===== config.mk =====
export PLATFORM = sky130hd
export DESIGN_NAME = ras_sequencer
export DESIGN_NICKNAME = d
export VERILOG_FILES = /design/src/rtl/ras_pkg.sv /design/src/rtl/ras_depth_ctr.sv /design/src/rtl/ras_sequencer.sv
export SDC_FILE = /design/constraint.sdc
export NUM_CORES = 1
export LEC_CHECK = 0
export ABC_AREA = 1
export BUFFER_PORTS_ARGS = -buffer_cell sky130_fd_sc_hd__buf_2
export CAP_MARGIN = 5
export CORE_AREA = 2 2 49 69
export DETAILED_ROUTE_END_ITERATION = 6
export DIE_AREA = 0 0 51 71
export PLACE_DENSITY_LB_ADDON = 0.1
export SKIP_LAST_GASP = 1
export SLEW_MARGIN = 25
export SYNTH_ARGS = -nofsm -noshare
export SYNTH_HDL_FRONTEND = slang
export SYNTH_HIERARCHICAL = 1
export SYNTH_SLANG_ARGS = --single-unit

===== constraint.sdc =====
create_clock -name s_clk_i -period 5.25 [get_ports s_clk_i]
set_clock_uncertainty 0.1 [all_clocks]
set_input_delay 0.7875 -clock s_clk_i [delete_from_list [all_inputs] [get_ports s_clk_i]]
set_output_delay 0.7875 -clock s_clk_i [all_outputs]
set_load 0.01 [all_outputs]

===== src/rtl/ras_pkg.sv =====
// Shared types and sizing for the return-address stack and its sequencer.
// Latency: n/a (package only).
// Backpressure: n/a (package only).
package ras_pkg;

    // Buffer geometry shared by the RAS buffer instance and the sequencer
    localparam int RAS_SIZE  = 4;
    localparam int RAS_WIDTH = 30;

    typedef enum logic [1:0] {
        IDLE    = 2'd0,
        RUN     = 2'd1,
        RECOVER = 2'd2
    } ras_state_t;

    // Command bundle presented to the LIFO buffer each cycle
    typedef struct packed {
        logic                 push;
        logic                 pop;
        logic                 flush;
        logic [RAS_WIDTH-1:0] data;
    } ras_cmd_t;

endpackage


===== src/rtl/ras_depth_ctr.sv =====
// Saturating shadow depth of the RAS buffer plus sticky overflow flag.
// Latency: depth/overflow update one cycle after the push/pop/clr command.
// Backpressure: none; a push at full saturates depth and sets overflow.
module ras_depth_ctr
    import ras_pkg::*;
#(
    parameter int SIZE = RAS_SIZE
) (
    input  logic                   clk,
    input  logic                   reset,
    input  logic                   clr,
    input  logic                   push,
    input  logic                   pop,
    output logic [$clog2(SIZE):0]  depth,
    output logic                   overflow
);
    localparam int PTRW = $clog2(SIZE);
    localparam logic [PTRW:0] DEPTH_MAX = (PTRW+1)'(SIZE);

    logic full;
    logic empty;

    assign full  = (depth == DEPTH_MAX);
    assign empty = (depth == '0);

    // Depth tracks buffer occupancy; push+pop together is a top replace
    always_ff @(posedge clk) begin
        if (reset || clr) begin
            depth    <= '0;
            overflow <= 1'b0;
        end else if (push && !pop) begin
            if (full) begin
                // Oldest entry is overwritten in the buffer; depth pinned
                overflow <= 1'b1;
            end else begin
                depth <= depth + 1'b1;
            end
        end else if (pop && !push && !empty) begin
            depth <= depth - 1'b1;
        end
    end

endmodule


===== src/rtl/ras_sequencer.sv =====
// Turns fetch call/return hints into RAS buffer push/pop/flush and gates prediction; optional RAS_SEQ_STATS_EN adds counters.
// Latency: commands and prediction are combinational; state/depth update on the next edge.
// Backpressure: none; underflow pops are dropped, overflow overwrites the oldest entry.
module ras_sequencer
    import ras_pkg::*;
#(
    parameter int SIZE        = RAS_SIZE,
    parameter int WIDTH       = RAS_WIDTH,
    parameter int RECOVER_CYC = 2
) (
    input  logic             s_clk_i,
    input  logic             s_reset_i,
    input  logic             s_enable_i,
    input  logic             s_fire_i,
    input  logic             s_call_i,
    input  logic             s_ret_i,
    input  logic [WIDTH-1:0] s_ret_addr_i,
    input  logic             s_redirect_i,
    input  logic             s_buf_empty_i,
    input  logic [WIDTH-1:0] s_buf_data_i,
    output logic             s_buf_push_o,
    output logic             s_buf_pop_o,
    output logic             s_buf_flush_o,
    output logic [WIDTH-1:0] s_buf_data_o,
    output logic             s_pred_valid_o,
    output logic [WIDTH-1:0] s_pred_addr_o,
    output logic             s_overflow_o
`ifdef RAS_SEQ_STATS_EN
    ,
    output logic [15:0]      s_stat_ovf_o,
    output logic [15:0]      s_stat_unf_o
`endif
);
    localparam int PTRW = $clog2(SIZE);
    localparam int CNTW = (RECOVER_CYC > 1) ? $clog2(RECOVER_CYC) : 1;
    localparam logic [CNTW-1:0] CNT_LOAD = CNTW'(RECOVER_CYC - 1);

    ras_state_t      state_q;
    ras_state_t      state_d;
    logic [CNTW-1:0] cnt_q;
    logic [CNTW-1:0] cnt_d;
    ras_cmd_t        cmd;
    logic [PTRW:0]   depth;
    logic            depth_zero;
    logic            hint_ok;
    logic            call_only;
    logic            ret_only;
    logic            swap;

    // Hints only count in RUN, when accepted, not squashed by redirect or reset
    assign hint_ok    = (state_q == RUN) && s_fire_i && !s_redirect_i && !s_reset_i;
    assign call_only  = hint_ok && s_call_i && !s_ret_i;
    assign ret_only   = hint_ok && s_ret_i && !s_call_i;
    assign swap       = hint_ok && s_call_i && s_ret_i;
    assign depth_zero = (depth == '0);

    // State register and recovery counter
    always_ff @(posedge s_clk_i) begin
        if (s_reset_i) begin
            state_q <= IDLE;
            cnt_q   <= '0;
        end else begin
            state_q <= state_d;
            cnt_q   <= cnt_d;
        end
    end

    // Next-state: redirect beats disable; redirect in RECOVER restarts the wait
    always_comb begin
        state_d = state_q;
        cnt_d   = cnt_q;
        case (state_q)
            IDLE: begin
                if (s_enable_i) begin
                    state_d = RUN;
                end
            end
            RUN: begin
                if (s_redirect_i) begin
                    state_d = RECOVER;
                    cnt_d   = CNT_LOAD;
                end else if (!s_enable_i) begin
                    state_d = IDLE;
                end
            end
            RECOVER: begin
                if (s_redirect_i) begin
                    cnt_d = CNT_LOAD;
                end else if (cnt_q == '0) begin
                    state_d = s_enable_i ? RUN : IDLE;
                end else begin
                    cnt_d = cnt_q - 1'b1;
                end
            end
            default: begin
                state_d = IDLE;
                cnt_d   = '0;
            end
        endcase
    end

    // Output decode: buffer held flushed outside RUN; pop suppressed at depth 0
    always_comb begin
        cmd       = '0;
        cmd.flush = (state_q != RUN);
        cmd.push  = call_only || swap;
        cmd.pop   = (ret_only || swap) && !depth_zero;
        cmd.data  = RAS_WIDTH'(s_ret_addr_i);
    end

    assign s_buf_push_o   = cmd.push;
    assign s_buf_pop_o    = cmd.pop;
    assign s_buf_flush_o  = cmd.flush;
    assign s_buf_data_o   = WIDTH'(cmd.data);
    assign s_pred_addr_o  = s_buf_data_i;
    // Both shadow depth and buffer flag must agree before a prediction is used
    assign s_pred_valid_o = (state_q == RUN) && !depth_zero && !s_buf_empty_i && !s_redirect_i;

    ras_depth_ctr #(
        .SIZE (SIZE)
    ) u_depth_ctr (
        .clk      (s_clk_i),
        .reset    (s_reset_i),
        .clr      (cmd.flush),
        .push     (cmd.push),
        .pop      (cmd.pop),
        .depth    (depth),
        .overflow (s_overflow_o)
    );

`ifdef RAS_SEQ_STATS_EN
    logic depth_full;
    logic ovf_evt;
    logic unf_evt;

    assign depth_full = (depth == (PTRW+1)'(SIZE));
    assign ovf_evt    = cmd.push && !cmd.pop && depth_full;
    assign unf_evt    = ret_only && depth_zero;

    // Saturating event counters; survive flushes, cleared only by reset
    always_ff @(posedge s_clk_i) begin
        if (s_reset_i) begin
            s_stat_ovf_o <= '0;
            s_stat_unf_o <= '0;
        end else begin
            if (ovf_evt && (s_stat_ovf_o != 16'hFFFF)) begin
                s_stat_ovf_o <= s_stat_ovf_o + 16'd1;
            end
            if (unf_evt && (s_stat_unf_o != 16'hFFFF)) begin
                s_stat_unf_o <= s_stat_unf_o + 16'd1;
            end
        end
    end
`endif

endmodule


After elaboration in Yosys (flattened, before gate mapping)
Index checks and enable logic that the tools add are counted.

operators by class
  bitwise gates (word level) = 1
  equal/unequal tests = 10
  multiply operators = 0
  muxes and demuxes = 14
  shifts and indexed selects = 0
  add/sub/neg operators = 3
  reductions and logical operators = 33
  div/mod/pow operators = 0
  $lt $le $gt $ge = 0

operators with widths
  kind                                                    number
  logical AND 1 bit                                       15
  two-way mux 2 bit                                       5
  inequality test 2 bit (second input constant)           5
  two-way mux 3 bit                                       3
  zero test 1 bit                                         8
  one-hot mux 2 bit (3 select lines)                      1
  AND reduction 2 bit                                     3
  two-way mux 1 bit                                       4
  AND reduction 4 bit                                     1
  adder 3 x 1 -> 3 bit (second input constant)            1
  == test 3 bit (second input constant)                   1
  zero test 3 bit                                         1
  logical OR 1 bit                                        3
  inequality test 3 bit (second input constant)           1
  one-hot mux 1 bit (3 select lines)                      1
  subtractor 3 x 1 -> 3 bit (second input constant)       1
  == test 2 x 1 -> 1 bit (second input constant)          1
  == test 2 bit (second input constant)                   1
  zero test 2 bit                                         1
  inequality test 2 x 1 -> 1 bit (second input constant)  1
  nonzero test 2 bit                                      1
  NOT 1 bit                                               1
  subtractor 1 bit (second input constant)                1

word-level totals
  logic and storage cells = 65
  memories kept = 0
  input port bits = 68
  bits in registers = 7
  bits in writable memories = 0
  output and inout port bits = 65
  latch bits = 0
  ROM bits = 0

Longest topological paths before layout
Gate-level depths: netlist (run 1).

  depth after elaboration = 12
  depth in mapped cells = 15
  gate-level depth less buffers = 15

By module
The synthesis (run 1) kept the hierarchy.

modules (own cells, without submodules)
  module         seq. area each (sq um)  times used  area each (sq um)  cells each
  ras_sequencer  60.1                    1           725.7              102
  ras_depth_ctr  80.1                    1           252.7              33

Least setup slack after synthesis (run 1)
Ideal clock, no wire load.

  kind = in2reg
  from = input s_redirect_i
  to = register u_depth_ctr.depth[2]
  path slack = 2915 ps
  required time = 5084 ps
  stages on the path = 10
  setup time = 66 ps
  buffers on the path = 0
  data arrival time = 2169 ps
  cell sequence = nor2_2 -> nand3_1 -> nor2_1 -> nand2_2 -> fa_1 -> inv_1 -> nand2_1 -> nand2_2 -> nand3_1 -> a21oi_2

between the ends
  word-level cells in the longest chain between the ends = 11
  elaborated cells between the ends (all ways) = 20
  those cells by class = eq/ne (1); mux (1); reduce/logical (18)

ends and longest elaborated chain
  element                               RTL line                                  RTL
  start: declaration                    ras_sequencer.sv:18                       input logic s_redirect_i,
  zero test 1 bit (*)                   ras_sequencer.sv:51                       assign hint_ok = (state_q == RUN) && s_fire_i && !s_redirect_i && !s_reset_i;
  logical AND 1 bit (*) (2 in a row)    ras_sequencer.sv:51
  logical AND 1 bit (*)                 ras_sequencer.sv:52, ras_sequencer.sv:54
  logical AND 1 bit (on tied branches)  ras_sequencer.sv:52, ras_sequencer.sv:54
  logical OR 1 bit (*)                  ras_sequencer.sv:106                      cmd.push = call_only || swap;
  named net s_buf_push_o                ras_sequencer.sv:21                       output logic s_buf_push_o,
  zero test 1 bit                       ras_depth_ctr.sv:38                       end else if (pop && !push && !empty) begin
  logical AND 1 bit (2 in a row)        ras_depth_ctr.sv:38
  nonzero test 2 bit (no source line)   --
  AND reduction 2 bit (no source line)  --
  end signal: assignment                ras_depth_ctr.sv:36                       depth <= depth + 1'b1;
  end signal: assignment                ras_depth_ctr.sv:39                       depth <= depth - 1'b1;
  end: declaration                      ras_depth_ctr.sv:14                       output logic [$clog2(SIZE):0] depth,

Mark *: on every way through the listed nets, which the timed path passes. The rest lies on a longest branch.
A chain may end at the register's enable or synchronous reset.

Worst setup path after layout (run 1)
  from = input s_redirect_i
  to = output s_buf_push_o

between the ends
  word-level cells in the longest chain between the ends = 6
  elaborated cells between the ends (all ways) = 7
  those cells by class = reduce/logical (7)

ends and longest elaborated chain
  element                               RTL line
  zero test 1 bit (*)                   ras_sequencer.sv:51
  logical AND 1 bit (*) (2 in a row)    ras_sequencer.sv:51
  logical AND 1 bit (*)                 ras_sequencer.sv:52, ras_sequencer.sv:54
  logical AND 1 bit (on tied branches)  ras_sequencer.sv:52, ras_sequencer.sv:54
  logical OR 1 bit (*)                  ras_sequencer.sv:106
  end: declaration                      ras_sequencer.sv:21

Every way passes the cells marked *; elsewhere a longest branch is shown, timed or not.

==> flow_metrics.env, run 1 <==
export IMPL_fp_row_count=24
export IMPL_cts_path_max_buffers=2
export IMPL_yosys_cell_types_count=22
export IMPL_cts_sinks=7
export IMPL_yosysSeqAreaShare_pct=14.32
export IMPL_routed_wl_um=1407
export IMPL_drt_wirelength_per_cell_um=10.82
export IMPL_synthAdderAreaFrac_pct=7.161
export IMPL_hold_start="u_depth_ctr/overflow$_SDFFE_PP0P_"
export IMPL_synth_cells=135
export IMPL_numCtsBuffers=3
export IMPL_cts_setup_buffers=0
export IMPL_synthSimpleGateAreaFrac_pct=23.53
export IMPL_root_buffer="clkbuf_8"
export IMPL_worstPathRequired_ns=4.36
export IMPL_crit_chain="buf_2 > nor2_2 > nand3_1 > nor2_1 > buf_2"
export IMPL_dp_hpwl_um=1165
export IMPL_die_area_um2=3621
export IMPL_yosysWarnings=6
export IMPL_drv_slew=0
export IMPL_place_area_um2=636.9
export IMPL_syn_area_per_cell_um2=7.248
export IMPL_viasPerCell=4.200
export IMPL_max_stage_delay_ns=0.21
export IMPL_crit_type="primary input to primary output"
export IMPL_r2r_start="state_q[1]$_SDFFE_PP0P_"
export IMPL_setup_tns_final_ns=0
export IMPL_tritoncts="done"
export IMPL_drc=0
export IMPL_io_buffers=12
export IMPL_worst_r2r_path_depth=13
export IMPL_syn_nets=208
export IMPL_nets=165
export IMPL_path_max_fanout=6
export IMPL_ctsResizeCount=0
export IMPL_synthesis_area_um2=978.4
export IMPL_grt_usage_pct=8.522
export IMPL_antenna_cells=0
export IMPL_cp_startpoint="s_redirect_i"
export IMPL_status="finished, final reports clean"
export IMPL_r2r_setup_slack_ns=3.02
export IMPL_clk_latency_ns=0.22
export IMPL_end_kind="primary output"
export IMPL_start_util_pct=32.26
export IMPL_hold_viol=0
export IMPL_crit_path_end="s_buf_push_o"
export IMPL_ys_ff_latch=7
export IMPL_relSlewSlack_pct=73.39
export IMPL_tightest_slew_ns=0.3961
export IMPL_fp_coreArea_um2=3033
export IMPL_clkTransAtPathRegs_ns=0.04
export IMPL_die_w_um=51
export IMPL_p_leak_nw=0.3139
export IMPL_cts_hold_fix_buffers=0
export IMPL_max_freq_ghz=0.4126
export IMPL_period_share_pct=46.17
export IMPL_antenna_found_initial=0
export IMPL_drtIter0Drc=7
export IMPL_stdcell_area_um2=681.9
export IMPL_synth_area_mux_share_pct=0
export IMPL_fin_crit_ns=2.424
export IMPL_grt_pass1_vias=543
export IMPL_ios=133
export IMPL_synth_top_family_by_area="buffers and inverters"
export IMPL_die_y_um=71
export IMPL_cts_max_level=1
export IMPL_critPathLaunchType="primary input"
export IMPL_min_delay_path_class="flop to flop"
export IMPL_grt_pass1_wl_um=2380
export IMPL_power_density_nw_per_um2=355.5
export IMPL_synth_xor_area_share_pct=0
export IMPL_cap_violations=0
export IMPL_dr_pass1_iters=2
export IMPL_syn_to_final_growth_pct=-30.31
export IMPL_grt_max_degree=7
export IMPL_cp_common_cell="buf_2"
export IMPL_grt_setup_unrepaired="no"
export IMPL_setup_viol=0
export IMPL_place_congestion=0.6525
export IMPL_r2r_end="u_depth_ctr/depth[2]$_SDFFE_PP0P_"
export IMPL_vias=546
export IMPL_worst_ep_arrival_time_ns=1.54
export IMPL_crit_path_top_delay_cell="nor2_1"
export IMPL_drive_gt1_share_pct=37.36
export IMPL_grt_overflow_total=0
export IMPL_synth_compound_area_share_pct=4.092
export IMPL_ir_worst_vdd_mv=0.1050
export IMPL_drtAntennaViolNets=0
-- flip-flops by register name, summed over array words and instances (netlist names) --
signal,count
u_depth_ctr/depth,3
u_depth_ctr/overflow,1
state_q,2
cnt_q,1
-- synth_stat cells (all sizes together) --
master | n | area, um2
buf | 60 | 450.4
nand2 | 22 | 102.6
inv | 12 | 47.55
nor2 | 12 | 50.05
dfxtp | 7 | 140.1
nand3 | 5 | 35.03
a21oi | 4 | 23.77
ha | 4 | 50.05
nor3b | 2 | 25.02
o21ai | 2 | 10.01
a31oi | 1 | 6.260
fa | 1 | 20.02
nor3 | 1 | 5.000
nor4 | 1 | 6.260
or2 | 1 | 6.260
-- stage by stage --
step                      setup slack [ns]  utilization (%)  hold WS, ns  power [mW]  cells
after global routing                 2.707            22.48       0.4254      0.2650    130
after CTS                            2.799            22.48       0.3869      0.2475    130
after floorplan                      2.915                -       0.3856      0.1914    135
after detailed placement             2.750            21.00       0.3649      0.1710    126
after global placement               2.802            21.00       0.3609      0.1734    126
final                                2.826            22.48       0.3869      0.2424    130
-- cell usage in the layout, fill, tap and decap left out, drive strengths merged --
master  netlist  final
a21oi         4      4
a31oi         1      1
buf          60     12
clkbuf        0      4
dfxtp         7      7
fa            1      1
ha            4      4
inv          12     12
nand2        22     22
nand3         5      5
nor2         12     12
nor3          1      1
nor3b         2      2
nor4          1      1
o21ai         2      2
or2           1      1
-- layout make-up --
cell class / instances / area [um2]
flip-flops and latches: 7 / 140.1
fillers: 355 / 2351
inverters: 12 / 47.55
multi-input cells: 56 / 340.3
well taps: 39 / 48.80
clock buffers: 4 / 45.04
repair buffers: 12 / 60.06
-- metal layers --
metal | global-route usage (%) | vias up | wire, um | part of all wire [%]
met5 | 0 | - | 0 | 0
met4 | 6.006 | 0 | 13 | 0.92
met3 | 5.274 | 4 | 167 | 12
met2 | 13.42 | 39 | 704 | 50
met1 | 7.932 | 236 | 522 | 37
li1 | - | 267 | - | -
-- worst max-delay path: cells and delay by family --
kind / cells / cell delay [ns]
buffers and inverters: 2 / 0.31
and+or+nand+nor: 3 / 0.43
-- worst min path at each step --
| stage | endpoint | cells after the start |
|---|---|---|
| 5_1_grt | u_depth_ctr/overflow$_SDFFE_PP0P_ | 2 |
| 3_3_place_gp | u_depth_ctr/overflow$_SDFFE_PP0P_ | 2 |
| 2_1_floorplan | u_depth_ctr/depth[2]$_SDFFE_PP0P_ | 2 |
| 6_report | u_depth_ctr/overflow$_SDFFE_PP0P_ | 2 |
| 4_1_cts | u_depth_ctr/overflow$_SDFFE_PP0P_ | 2 |
| 3_5_place_dp | u_depth_ctr/overflow$_SDFFE_PP0P_ | 2 |
-- cells by family after synthesis --
kind of cell | Yosys count
buf+inv | 72
simple gates | 44
compound gates | 7
flops | 7
fa+ha+maj | 5
-- power breakdown --
| part | total, mW | leakage, nW | switching, mW | internal (mW) |
|---|---|---|---|---|
| Clock | 0.0752 | 0.0228 | 0.0227 | 0.0525 |
| Combinational | 0.0953 | 0.234 | 0.0588 | 0.0365 |
| Sequential | 0.0719 | 0.0571 | 0.00761 | 0.0643 |
| Total | 0.242 | 0.314 | 0.0891 | 0.153 |
(Power assumes the default switching activity.)
==> inputs of run 2 (changes only) <==
CORE_AREA = 2 2 51 72   (was 2 2 49 69)
DIE_AREA = 0 0 53 74   (was 0 0 51 71)
clock period = 2.25 ns   (was 5.25 ns; I/O delays follow)
==> run 2 against run 1 <==
Clock power grew 140%; critical endpoint is now u_depth_ctr/depth[2]$_SDFFE_PP0P_; sequential cell count is the same; critical path depth grew 8; non-clock buffer count grew 1; core utilization shrank 0.77 points; via count grew 6.2%; critical path type is now flop to flop.
==> flow_metrics.env, run 2 (synthesized netlist as in run 1, its figures left out) <==
export IMPL_start_util_pct=29.79
export IMPL_drc=0
export IMPL_hold_viol=0
export IMPL_antenna_cells=0
export IMPL_fp_coreArea_um2=3284
export IMPL_critPathLaunchType="flop"
export IMPL_cap_violations=0
export IMPL_drt_wirelength_per_cell_um=11.83
export IMPL_clk_latency_ns=0.23
export IMPL_syn_to_final_growth_pct=-27.11
export IMPL_worst_ep_arrival_time_ns=2.08
export IMPL_grt_pass1_wl_um=2394
export IMPL_p_leak_nw=0.3208
export IMPL_numCtsBuffers=3
export IMPL_cts_sinks=7
export IMPL_io_buffers=12
export IMPL_fin_crit_ns=2.018
export IMPL_die_area_um2=3922
export IMPL_hold_start="s_reset_i"
export IMPL_worstPathRequired_ns=2.32
export IMPL_end_kind="flop"
export IMPL_place_ws_ns=0.07902
export IMPL_die_y_um=74
export IMPL_period_share_pct=89.69
export IMPL_cp_startpoint="state_q[1]$_SDFFE_PP0P_"
export IMPL_drive_gt1_share_pct=44.57
export IMPL_crit_type="flop to flop"
export IMPL_dp_hpwl_um=1292
export IMPL_path_max_fanout=5
export IMPL_die_w_um=53
export IMPL_dr_pass1_iters=3
export IMPL_antenna_found_initial=0
export IMPL_top_regs="u_depth_ctr/depth (3), state_q (2)"
export IMPL_ir_worst_vdd_mv=0.2426
export IMPL_place_congestion=0.6462
export IMPL_ios=133
export IMPL_cts_path_max_buffers=2
export IMPL_clkTransAtPathRegs_ns=0.05
export IMPL_status="finished, final reports clean"
export IMPL_max_freq_ghz=0.4956
export IMPL_largest_reg_flops=3
export IMPL_drtAntennaViolNets=0
export IMPL_drtIter0Drc=9
export IMPL_drv_slew=0
export IMPL_fp_row_count=25
export IMPL_regMostFlops="u_depth_ctr/depth"
export IMPL_cts_max_level=1
export IMPL_relSlewSlack_pct=75.52
export IMPL_viasPerCell=4.394
export IMPL_grt_setup_unrepaired="no"
export IMPL_most_common_layout_cells="16 x nand2_1, 12 x buf_2, 9 x nor2_1"
export IMPL_min_delay_path_class="primary input to flop"
export IMPL_tritoncts="done"
export IMPL_r2r_start="state_q[1]$_SDFFE_PP0P_"
export IMPL_routed_wl_um=1562
export IMPL_setup_tns_final_ns=0
export IMPL_tightest_slew_ns=0.3643
export IMPL_root_buffer="clkbuf_8"
export IMPL_grt_usage_pct=8.527
export IMPL_grt_max_degree=7
export IMPL_nets=166
export IMPL_vias=580
export IMPL_power_density_nw_per_um2=824.2
export IMPL_grt_overflow_total=0
export IMPL_fin_ws_ns=0.2321
export IMPL_setup_viol=0
export IMPL_final_common_cell="nand2_1"
export IMPL_grt_pass1_vias=559
[run 2: changes by cell type in the layout (fill, tap and decap cells not counted), sizes merged]
cell	delta
buf	+1
clkbuf	-1
clkinv	+1
[run 2: final timing paths]
| kind | depth (start not counted) | to | slack, ns |
|---|---|---|---|
| max | 13 | u_depth_ctr/depth[2]$_SDFFE_PP0P_ | 0.23 |
| min reg2reg | 2 | u_depth_ctr/overflow$_SDFFE_PP0P_ | 0.38 |
| max reg2reg | 13 | u_depth_ctr/depth[2]$_SDFFE_PP0P_ | 0.23 |
| min | 4 | state_q[0]$_SDFFE_PP0P_ | 0.29 |
[run 2: layer usage]
layer | global-route usage, % | routed length (um) | up-vias
li1 | - | - | 267
met1 | 7.284 | 508 | 257
met2 | 13.61 | 755 | 36
met3 | 5.622 | 223 | 20
met4 | 6.838 | 74 | 0
met5 | 0 | 0 | -
[run 2: critical path, cell delays in order (launching register included)]
cell,delay (ns)
dfxtp_1,0.32
inv_2,0.09
ha_4,0.14
inv_2,0.05
nor2_2,0.11
nand3_2,0.09
nor2_2,0.17
nand2_2,0.08
fa_1,0.38
inv_1,0.07
nand2_1,0.06
nand2_2,0.08
nand3_1,0.09
a21oi_2,0.13
[run 2: through the flow]
step | cell area (um2) | hold WS, ns | utilization (%) | power [mW] | std cells
detailed placement | 645.6 | 0.3590 | 19.66 | 0.3994 | 128
finish | 713.2 | 0.2927 | 21.71 | 0.5878 | 132
global route | 713.2 | 0.3081 | 21.71 | 0.6495 | 132
CTS | 691.9 | 0.2892 | 21.07 | 0.5849 | 132
global placement | 645.6 | 0.3649 | 19.66 | 0.4063 | 128
floorplan | 978.4 | 0.3856 | - | 0.4465 | 135
[run 2: what timing repair did]
item,in CTS,in global routing
resized for setup,0,6
setup buffers,0,0
setup endpoints to repair,0,1
hold buffers,0,0
[run 2: final cells by class]
class,instances,area [um2]
fill,379,2571
multi-input combinational,56,360.3
sequential,7,141.4
timing repair buffer,13,67.56
tap,40,50.05
inverter,12,47.55
clock buffer,3,41.29
clock inverter,1,5.005
[run 2: power by group]
group	internal [mW]	switching (mW)
registers	0.152	0.0230
clock network	0.120	0.0584
logic	0.0938	0.141
total	0.366	0.222
==> inputs of run 3 (changes only) <==
CORE_AREA = 2 2 60 62   (was 2 2 51 72)
DIE_AREA = 0 0 62 64   (was 0 0 53 74)
==> run 3 against run 2 <==
Non-clock buffer count is the same; worst hold slack worse by 0.033 ns; setup slack improved by 0.041 ns; global-route usage down 0.43 points; sequential share of layout area rose by 0.14 points; register-to-register slack better by 0.04 ns; critical path depth stayed put; total power fell by 10%; clock-buffer cell count is 1 higher; clock power decreased by 36%; wire length grew 1.2%; via count increased by 1.4%; highest routed layer unchanged.
==> flow_metrics.env, run 3 (synthesized netlist as in run 1, its figures left out) <==
export IMPL_placed_cells=134
export IMPL_drive_gt1_share_pct=44.57
export IMPL_worst_ep_arrival_time_ns=2.06
export IMPL_place_ws_ns=0.05015
export IMPL_top_regs="u_depth_ctr/depth (3), state_q (2)"
export IMPL_fp_row_count=21
export IMPL_setup_tns_final_ns=0
export IMPL_final_common_cell="nand2_1"
export IMPL_drt_wirelength_per_cell_um=11.46
export IMPL_die_area_um2=3968
export IMPL_place_area_um2=653.1
export IMPL_power_mw=0.5277
export IMPL_root_buffer="clkbuf_4"
export IMPL_fp_coreArea_um2=3284
export IMPL_crit_path_top_delay_cell="dfxtp_1"
export IMPL_io_buffers=12
export IMPL_fin_crit_ns=1.977
export IMPL_cts_max_level=1
export IMPL_worstPathRequired_ns=2.34
export IMPL_grt_overflow_total=0
export IMPL_antenna_found_initial=0
export IMPL_most_common_layout_cells="16 x nand2_1, 12 x buf_2, 9 x nor2_1"
export IMPL_path_max_fanout=5
export IMPL_end_kind="flop"
export IMPL_grt_usage_pct=8.098
export IMPL_relSlewSlack_pct=76.59
export IMPL_drtIter0Drc=17
export IMPL_cts_sinks=7
export IMPL_regMostFlops="u_depth_ctr/depth"
export IMPL_drtAntennaViolNets=0
export IMPL_p_leak_nw=0.3099
export IMPL_dp_hpwl_um=1295
export IMPL_max_stage_delay_ns=0.33
export IMPL_viasPerCell=4.261
export IMPL_grt_pass1_vias=547
export IMPL_cap_violations=0
export IMPL_grt_setup_unrepaired="no"
export IMPL_syn_to_final_growth_pct=-27.62
export IMPL_crit_buf_inv=3
export IMPL_tightest_slew_ns=0.3484
export IMPL_nets=166
export IMPL_fin_ws_ns=0.2733
export IMPL_cts_hold_fix_buffers=0
export IMPL_critPathLaunchType="flop"
export IMPL_die_w_um=62
export IMPL_clk_latency_ns=0.25
export IMPL_numCtsBuffers=3
export IMPL_status="finished, final reports clean"
export IMPL_clkTransAtPathRegs_ns=0.05
export IMPL_ios=133
export IMPL_final_util_pct=21.56
export IMPL_drv_slew=0
export IMPL_routed_wl_um=1581
export IMPL_grt_pass1_wl_um=2401
export IMPL_vias=588
export IMPL_crit_chain="inv_2 > ha_4 > inv_2 > nor2_2 > nand3_2 > nor2_4 > nand2_2 > fa_2 > inv_1 > nand2_1 > nand2_2 > nand3_1 > a21oi_2"
export IMPL_final_cells=138
export IMPL_setup_viol=0
export IMPL_drc=0
export IMPL_power_density_nw_per_um2=745.1
export IMPL_hold_ws_ns=0.2600
export IMPL_crit_family="simple AND/OR/NAND/NOR gates"
export IMPL_cts_path_max_buffers=2
export IMPL_crit_type="flop to flop"
export IMPL_dr_pass1_iters=2
export IMPL_grt_max_degree=7
export IMPL_start_util_pct=29.79
export IMPL_min_delay_path_class="primary input to flop"
export IMPL_die_y_um=64
export IMPL_stdcell_area_um2=708.2
export IMPL_tritoncts="done"
export IMPL_hold_viol=0
export IMPL_num_fill_cells=388
export IMPL_place_congestion=0.6659
export IMPL_max_freq_ghz=0.5059
export IMPL_period_share_pct=87.85
export IMPL_largest_reg_flops=3
export IMPL_ir_worst_vdd_mv=0.3104
export IMPL_antenna_cells=0
==> run 3: cell count changes in the layout (fill, tap and decap cells not counted), sizes merged <==
cell    previous run  this run
clkinv             1         0
clkbuf             3         4
==> run 3: worst reg2reg max path, stage by stage, from the launching register on <==
cell     delay, ns
dfxtp_1       0.33
inv_2         0.09
ha_4          0.15
inv_2         0.06
nor2_2        0.11
nand3_2       0.11
nor2_4        0.14
nand2_2       0.07
fa_2          0.33
inv_1         0.06
nand2_1       0.06
nand2_2       0.08
nand3_1       0.10
a21oi_2       0.13
==> run 3: power by group <==
group | total, mW | internal (mW) | switching (mW)
clock | 0.114 | 0.0677 | 0.0459
sequential | 0.176 | 0.151 | 0.0242
combinational | 0.239 | 0.0941 | 0.144
==> run 3: area by class of cell <==
cell class                 count  area, um2  share of cell area, %
timing repair buffer          13      67.56                  9.541
multi-input combinational     56      367.9                  51.94
tap                           46      57.56                  8.127
clock buffer                   4      26.28                  3.710
inverter                      12      47.55                  6.714
sequential                     7      141.4                  19.96
==> run 3: repair_timing <==
action,CTS,global route
gates resized for setup,0,8
endpoints found under the setup margin,0,1
setup buffers,0,0
==> run 3: path summary, 6_finish.rpt <==
path                                     startpoint                                end  slack, ns  depth (start not counted)
setup / recovery            state_q[1]$_SDFFE_PP0P_  u_depth_ctr/depth[2]$_SDFFE_PP0P_       0.27                         13
hold / removal                            s_reset_i            state_q[0]$_SDFFE_PP0P_       0.26                          4
setup reg to reg            state_q[1]$_SDFFE_PP0P_  u_depth_ctr/depth[2]$_SDFFE_PP0P_       0.27                         13
hold reg to reg   u_depth_ctr/overflow$_SDFFE_PP0P_  u_depth_ctr/overflow$_SDFFE_PP0P_       0.37                          2
==> run 3: per-layer routing <==
layer  vias to the layer above  global-route usage (%)  routed length (um)
met5                         -                       0                   0
met1                       259                   7.579                 533
met2                        31                   10.55                 687
met4                         0                   10.11                 161
li1                        274                       -                   -
met3                        24                   4.656                 199
